`src/rtl/ram_1p_req_ctrl_pkg.sv`:
```
// Shared constants for the single-port RAM request front-end and its response FIFO.
package ram_1p_req_ctrl_pkg;

   localparam int ERR_CORR_IDX   = 0;
   localparam int ERR_UNCORR_IDX = 1;
   localparam int ErrCntW        = 16;
   localparam int MaxRspDepth    = 16;

   // Saturating increment used by the error counters.
   function automatic logic [ErrCntW-1:0] sat_inc(input logic [ErrCntW-1:0] v);
      return (&v) ? v : v + 1'b1;
   endfunction

endpackage

```
`src/rtl/ram_1p_rsp_fifo.sv`:
```
// Synchronous response FIFO with flush and occupancy count; any depth 1..16,
// pointers wrap modulo Depth. Output is driven from stored entries only.
module ram_1p_rsp_fifo #(
   parameter int Width = 34,
   parameter int Depth = 4,
   localparam int CntW = $clog2(Depth + 1),
   localparam int PtrW = (Depth > 1) ? $clog2(Depth) : 1
) (
   input  logic             clk_i,
   input  logic             rst_ni,
   input  logic             flush_i,
   input  logic             push_i,
   input  logic [Width-1:0] wdata_i,
   output logic             valid_o,
   input  logic             ready_i,
   output logic [Width-1:0] rdata_o,
   output logic [CntW-1:0]  count_o
);

   logic [Width-1:0] mem_q [Depth];
   logic [PtrW-1:0]  rd_ptr_q, wr_ptr_q;
   logic [CntW-1:0]  cnt_q;
   logic             push, pop;

   function automatic logic [PtrW-1:0] next_ptr(input logic [PtrW-1:0] p);
      return (p == PtrW'(Depth - 1)) ? '0 : p + 1'b1;
   endfunction

   assign valid_o = (cnt_q != '0);
   // A flush wins over both push and pop in the same cycle.
   assign push    = push_i & ~flush_i;
   assign pop     = valid_o & ready_i & ~flush_i;
   assign rdata_o = valid_o ? mem_q[rd_ptr_q] : '0;
   assign count_o = cnt_q;

   always_ff @(posedge clk_i) begin
      if (push) mem_q[wr_ptr_q] <= wdata_i;
   end

   always_ff @(posedge clk_i or negedge rst_ni) begin
      if (!rst_ni) begin
         rd_ptr_q <= '0;
         wr_ptr_q <= '0;
         cnt_q    <= '0;
      end else if (flush_i) begin
         rd_ptr_q <= '0;
         wr_ptr_q <= '0;
         cnt_q    <= '0;
      end else begin
         if (push) wr_ptr_q <= next_ptr(wr_ptr_q);
         if (pop)  rd_ptr_q <= next_ptr(rd_ptr_q);
         case ({push, pop})
            2'b10:   cnt_q <= cnt_q + 1'b1;
            2'b01:   cnt_q <= cnt_q - 1'b1;
            default: cnt_q <= cnt_q;
         endcase
      end
   end

endmodule

```
`src/rtl/ram_1p_req_ctrl.sv`:
```
// Request front-end and credit-managed response buffer for the single-port RAM wrapper.
// Optional error counters enabled by defining RAM_1P_REQ_CTRL_ERR_CNT_EN.
module ram_1p_req_ctrl
   import ram_1p_req_ctrl_pkg::*;
#(
   parameter int Aw       = 9,
   parameter int Width    = 32,
   parameter int RspDepth = 4,
   localparam int CntW    = $clog2(RspDepth + 1)
) (
   input  logic             clk_i,
   input  logic             rst_ni,
   input  logic             flush_i,
   input  logic             req_valid_i,
   output logic             req_ready_o,
   input  logic             req_write_i,
   input  logic [Aw-1:0]    req_addr_i,
   input  logic [Width-1:0] req_wdata_i,
   input  logic [Width-1:0] req_wmask_i,
   output logic             rsp_valid_o,
   input  logic             rsp_ready_i,
   output logic [Width-1:0] rsp_rdata_o,
   output logic [1:0]       rsp_rerror_o,
   output logic             ram_req_o,
   output logic             ram_write_o,
   output logic [Aw-1:0]    ram_addr_o,
   output logic [Width-1:0] ram_wdata_o,
   output logic [Width-1:0] ram_wmask_o,
   input  logic             ram_rvalid_i,
   input  logic [Width-1:0] ram_rdata_i,
   input  logic [1:0]       ram_rerror_i,
   output logic [CntW-1:0]  outstanding_o,
   output logic             proto_err_o
`ifdef RAM_1P_REQ_CTRL_ERR_CNT_EN
   ,
   output logic [ErrCntW-1:0] corr_cnt_o,
   output logic [ErrCntW-1:0] uncorr_cnt_o
`endif
);

   if (RspDepth < 1 || RspDepth > MaxRspDepth) begin : g_bad_depth
      $error("RspDepth must be within 1..16");
   end

   logic [CntW-1:0]  out_q, out_d, disc_q, disc_d, fifo_cnt;
   logic [CntW+1:0]  credit_sum;
   logic             credit_ok, rd_issue, ret_discard, ret_count, ret_orphan, push;
   logic [Width+1:0] fifo_rdata;

   // Handshake: a transfer happens on a cycle where valid and ready are both high;
   // ready never depends on valid, and a producer holds its payload until accepted.
   assign credit_sum  = (CntW+2)'(out_q) + (CntW+2)'(disc_q) + (CntW+2)'(fifo_cnt);
   assign credit_ok   = credit_sum < (CntW+2)'(RspDepth);
   assign req_ready_o = credit_ok & ~flush_i;

   assign ram_req_o   = req_valid_i & req_ready_o;
   assign ram_write_o = req_write_i;
   assign ram_addr_o  = req_addr_i;
   assign ram_wdata_o = req_wdata_i;
   assign ram_wmask_o = req_wmask_i;

   assign rd_issue    = ram_req_o & ~req_write_i;
   // Returns are attributed to discarded reads first: those were issued earliest.
   assign ret_discard = ram_rvalid_i & (disc_q != '0);
   assign ret_count   = ram_rvalid_i & (disc_q == '0) & (out_q != '0);
   assign ret_orphan  = ram_rvalid_i & (disc_q == '0) & (out_q == '0);
   assign push        = ret_count & ~flush_i;

   always_comb begin
      out_d  = out_q;
      disc_d = disc_q;
      if (flush_i) begin
         out_d  = '0;
         disc_d = disc_q + out_q - CntW'(ret_count) - CntW'(ret_discard);
      end else begin
         out_d  = out_q + CntW'(rd_issue) - CntW'(ret_count);
         disc_d = disc_q - CntW'(ret_discard);
      end
   end

   always_ff @(posedge clk_i or negedge rst_ni) begin
      if (!rst_ni) begin
         out_q       <= '0;
         disc_q      <= '0;
         proto_err_o <= 1'b0;
      end else begin
         out_q       <= out_d;
         disc_q      <= disc_d;
         proto_err_o <= proto_err_o | ret_orphan;
      end
   end

   assign outstanding_o = out_q;

   ram_1p_rsp_fifo #(
      .Width (Width + 2),
      .Depth (RspDepth)
   ) u_rsp_fifo (
      .clk_i   (clk_i),
      .rst_ni  (rst_ni),
      .flush_i (flush_i),
      .push_i  (push),
      .wdata_i ({ram_rerror_i, ram_rdata_i}),
      .valid_o (rsp_valid_o),
      .ready_i (rsp_ready_i),
      .rdata_o (fifo_rdata),
      .count_o (fifo_cnt)
   );

   assign rsp_rdata_o  = fifo_rdata[Width-1:0];
   assign rsp_rerror_o = fifo_rdata[Width+1:Width];

`ifdef RAM_1P_REQ_CTRL_ERR_CNT_EN
   // Only responses that actually enter the FIFO are counted.
   always_ff @(posedge clk_i or negedge rst_ni) begin
      if (!rst_ni) begin
         corr_cnt_o   <= '0;
         uncorr_cnt_o <= '0;
      end else if (push) begin
         if (ram_rerror_i[ERR_CORR_IDX])   corr_cnt_o   <= sat_inc(corr_cnt_o);
         if (ram_rerror_i[ERR_UNCORR_IDX]) uncorr_cnt_o <= sat_inc(uncorr_cnt_o);
      end
   end
`endif

endmodule
```
`config.mk`:
```
export PLATFORM = sky130hd
export DESIGN_NAME = ram_1p_req_ctrl
export DESIGN_NICKNAME = d
export VERILOG_FILES = /design/src/rtl/ram_1p_req_ctrl_pkg.sv /design/src/rtl/ram_1p_rsp_fifo.sv /design/src/rtl/ram_1p_req_ctrl.sv
export SDC_FILE = /design/constraint.sdc
export NUM_CORES = 1
export LEC_CHECK = 0
export CAP_MARGIN = 20
export CELL_PAD_IN_SITES_DETAIL_PLACEMENT = 0
export CELL_PAD_IN_SITES_GLOBAL_PLACEMENT = 1
export CORE_MARGIN = 5
export CORE_UTILIZATION = 40
export DETAILED_ROUTE_END_ITERATION = 7
export PLACE_DENSITY = 0.94
export SLEW_MARGIN = 30
export SYNTH_ARGS = -nofsm -noshare
export SYNTH_HDL_FRONTEND = slang
export SYNTH_SLANG_ARGS = --single-unit
```
`constraint.sdc`:
```
create_clock -name clk_i -period 4.7 [get_ports clk_i]
set_input_delay 1.175 -clock clk_i [delete_from_list [all_inputs] [get_ports clk_i]]
set_output_delay 1.175 -clock clk_i [all_outputs]
set_load 0.005 [all_outputs]
```
==> results by group <==
Run status
  – Outcome: complete, no violations

Place
  – Placed wire-length estimate after detailed placement: around 9000 µm
  – Placer congestion estimate: between 0.7 and 0.8
  – Number of instances in the placed design: 631
  – IO Port Bufs: 82
  – Worst setup slack after placement: roughly 0.35 ns

STA
  – Final Hold Viols: 0
  – Max-slew violation count: 0
  – Time the worst path needs with I/O delays and setup: about 4.5 ns
  – Worst Skew: roughly 0.012 ns
  – Worst path setup slack after routing: 0.224 ns
  – Slew of the pin with the lowest slew margin: between 0.9 and 1 ns
  – Ratio of final minimum period to clock period: 95.2%
  – Final setup viols: 0
  – Worst slew margin relative to its limit: 36.9%
  – Setup repair after global routing missed its margin: false
  – Setup tns final: 0 ns
  – Top achievable clock speed: around 0.22 GHz

Logic synthesis
  – Combinational family with the most area after synthesis: multiplexers
  – Top post-synthesis cells by area: edfxtp_1 59%, mux4_2 11%, buf_4 8.5%, dfrtp_1 5.1%, and2b_1 3.0%
  – Sequential element share of the synthesized area: about 64%
  – Compound-cell area share of the yosys netlist: less than 1%
  – Net Count, Synth: about 540
  – Yosys warning count: 0
  – Per-instance average area after synthesis: approximately 17 µm²
  – Xor and xnor area share after synthesis: 0.870%
  – Most repeated cell in the gate-level netlist after synthesis: edfxtp_1
  – Simple-gate share of the synthesized area: slightly below 7%
  – Number of enable flip-flop cells after synthesis: about 140
  – Share of async-settable or async-resettable flops after synthesis: a little under a tenth
  – Syn Std Cell Area: just under 7000 µm²
  – Dominant register cell in the synthesized netlist: edfxtp_1
  – Leading post-synthesis cells by instance count: 136 x edfxtp_1, 78 x buf_4, 34 x mux4_2
  – Synth Area in Adders: 4.86%
  – Syn Inst Count: 406
  – Top cell type's share of synthesized area: between 50% and 60%
  – Cell type with the highest aggregate area in the netlist: edfxtp_1
  – Number of distinct library cell variants in the gate-level netlist after synthesis: 34
  – Mux cell area share after synthesis: 12.2%
  – Post-synthesis register bit count: 150

Power and ir drop
  – Sw Ratio: 25.9%
  – Total leakage power: ~0.0029 µW
  – Part of the power in the clock network: a little over a third
  – Total Power Consumption: approximately 3800 µW
  – Int Power: about 2800 µW
  – Logic gate share of total power: 24.3%
  – Power spent charging and discharging nets: approximately 990 µW
  – Worst vdd ir: about 0.26 mV
  – Pwr per Cell Area: about 470 nW/µm²
  – Part of the power in registers: about 40%

Critical path
  – Number of stages on the worst setup path: 9
  – Slowest-stage cell, CP: fa_1
  – Number of cells on the worst reg-to-reg path: 16
  – Crit end category: output pin
  – Cell with the most instances on the worst path: fa_1
  – Startpoint type of the worst setup path: flop
  – Startpoint of the most critical setup path: outstanding_o[1]
  – Sequence of cells on the critical path: inv_1, fa_1, nor2_1, fa_1, nand2_1, nor3_1, nor4_2, and2_1, clkdlybuf4s50_1
  – Required @ worst endpoint: 3.52 ns
  – Worst flop-to-flop path startpoint: outstanding_o[1]
  – Type of the setup path with the least slack: reg2out
  – Buffers & Inverters on Critical Path: 2
  – Flop-to-flop setup slack: between 1 and 1.5 ns
  – Terminus of the critical flop-to-flop path: outstanding_o[2]
  – CP top delay family: adder cells
  – Worst Path Max Fanout: 7
  – Crit path to: ram_req_o
  – Data arrival time at the worst-slack endpoint: approximately 3.3 ns
  – Largest incremental delay on the critical path: about 0.57 ns

Route
  – Post-detailed-route via-to-cell ratio: ~5.0
  – Number of violations reported at the end of detailed-routing iteration 0: between 200 and 250
  – Via count: 3321
  – Mean routed wirelength per cell: a little over 20 µm
  – Detail Route Antenna Nets: 0
  – Residual DRC: 0
  – First drt pass iteration count: 4
  – Total Wirelength: ~14000 µm

CTS
  – Clock tree root buffer cell: clkbuf_16
  – Number of CTS-inserted buffers: 17
  – Clock latency at the later pin of the worst-skew pair: 0.41 ns
  – CTS sink count: 150
  – Maximum number of buffers from clock root to sink: 2
  – TritonCTS clock tree: done
  – Clock slew at the register clock pins of the worst setup and hold paths: about 0.060 ns
  – Cts hold-fix bufs: 0
  – CTS H-Tree Depth: 4

Finish
  – Area growth from synthesis to layout: 16.5%
  – Antenna cells: 0
  – Fin cells: ~660
  – Nets: approximately 560
  – Layout cell share with drive strength beyond 1: about a fifth

Global route
  – Total Routing Usage GR: between 10% and 20%
  – Pin count of the biggest net entering global routing: 38
  – Global-route wire length before repair: between 20000 and 25000 µm
  – Remaining Overflow, GRT: 0
  – Number of global-route vias before repair: 3712
  – Number of antenna violations at the first check in global routing: 0

Die
  – Area of the die: ~20000 µm²
  – Die X-Extent: 141 µm
  – Number of top-level design ports: ~230
  – Chip height: ~140 µm
  – Core area: between 15000 and 20000 µm²
  – Site row count: 48
  – Starting utilization of the core area: 40.3%

Worst hold path
  – Hold WC Path Type: reg2reg

Run
  – Reported max-cap violation count: 0
[worst min path at each step]
| stage | from | to | slack [ns] | cells after the start |
|---|---|---|---|---|
| global route | proto_err_o | proto_err_o | 0.51 | 1 |
| global placement | proto_err_o | proto_err_o | 0.48 | 1 |
| detailed placement | proto_err_o | proto_err_o | 0.46 | 1 |
| floorplan | proto_err_o | proto_err_o | 0.45 | 1 |
| CTS | proto_err_o | proto_err_o | 0.48 | 1 |
| finish | proto_err_o | proto_err_o | 0.48 | 1 |
[registers in the layout, summed over array words and instances (netlist names)]
name	count
disc_q	3
outstanding_o	3
proto_err_o	1
u_rsp_fifo.count_o	3
u_rsp_fifo.mem_q	136
u_rsp_fifo.rd_ptr_q	2
u_rsp_fifo.wr_ptr_q	2
[cell usage in the layout (no fill, tap or decap), drive strengths merged]
| cell type | instances |
|---|---|
| nor2 | 10 |
| clkinv | 6 |
| nor3b | 1 |
| buf | 6 |
| nor3 | 7 |
| a211oi | 1 |
| edfxtp | 136 |
| a21o | 1 |
| mux4 | 34 |
| nor4b | 1 |
| nand2 | 3 |
| o31ai | 1 |
| ha | 14 |
| inv | 28 |
| o21ai | 1 |
| mux2 | 1 |
| and2 | 5 |
| and2b | 28 |
| and4 | 1 |
| mux2i | 6 |
| nor2b | 8 |
| a21oi | 4 |
| dfrtp | 14 |
| xnor2 | 4 |
| xor2 | 2 |
| clkbuf | 17 |
| nand2b | 3 |
| bufinv | 2 |
| clkdlybuf4s50 | 82 |
| fa | 8 |
| nor4 | 1 |
| or3 | 2 |
| nand3b | 1 |
[per-stage QoR]
step	util, %	area [µm²]	hold WS, ns
after floorplan	-	6910	0.451
after global placement	43.4	7440	0.479
after detailed placement	43.4	7440	0.463
after CTS	46.9	8030	0.485
after global routing	47.0	8050	0.507
final	47.0	8050	0.485
[power by group through the flow]
stage	Sequential, µW	Clock (µW)	Combinational [µW]
CTS	1540	1380	944
detailed placement	1560	0	937
floorplan	1550	0	577
global route	1540	1440	1020
global placement	1560	0	913
finish	1540	1350	927
[routing by layer]
| layer | vias up | track usage, % | part of all wire, % |
|---|---|---|---|
| met2 | 126 | 24.0 | 53 |
| met1 | 1683 | 15.4 | 35 |
| met4 | 0 | 7.47 | 4.2 |
| li1 | 1465 | - | - |
| met5 | - | 0 | 0 |
| met3 | 47 | 5.02 | 8.0 |
[what timing repair did]
item,CTS,global route
setup buffers,0,1
resized for setup,0,1
setup endpoints to repair,0,2
[worst reg2reg max path, cell delays in order (launching register included)]
cell and delay, ns:
dfrtp_1 0.49, inv_1 0.15, fa_1 0.57, nor2_1 0.06, fa_1 0.40, nand2_1 0.09
nor3_1 0.05, nor4_2 0.38, buf_4 0.19, nand3b_1 0.08, ha_1 0.28, inv_1 0.06
ha_1 0.14, inv_1 0.05, fa_1 0.38, xnor2_1 0.16, nor2_1 0.05
[final cells by class]
type	instances	area, µm²
timing repair buffer	88	866
clock buffer	17	425
fill	1430	9070
multi-input combinational	148	1790
clock inverter	15	169
inverter	21	78.8
tap	225	282
sequential	150	4440
[cells by family after synthesis]
kind of cell             Yosys count
AO/OA/AOI/OAI                      8
buffers and inverters            108
flip-flops                       150
adder cells (fa/ha/maj)           22
multiplexers                      41
AND/OR/NAND/NOR                   71
XOR/XNOR                           6
Power figures use the tool's default switching activity.
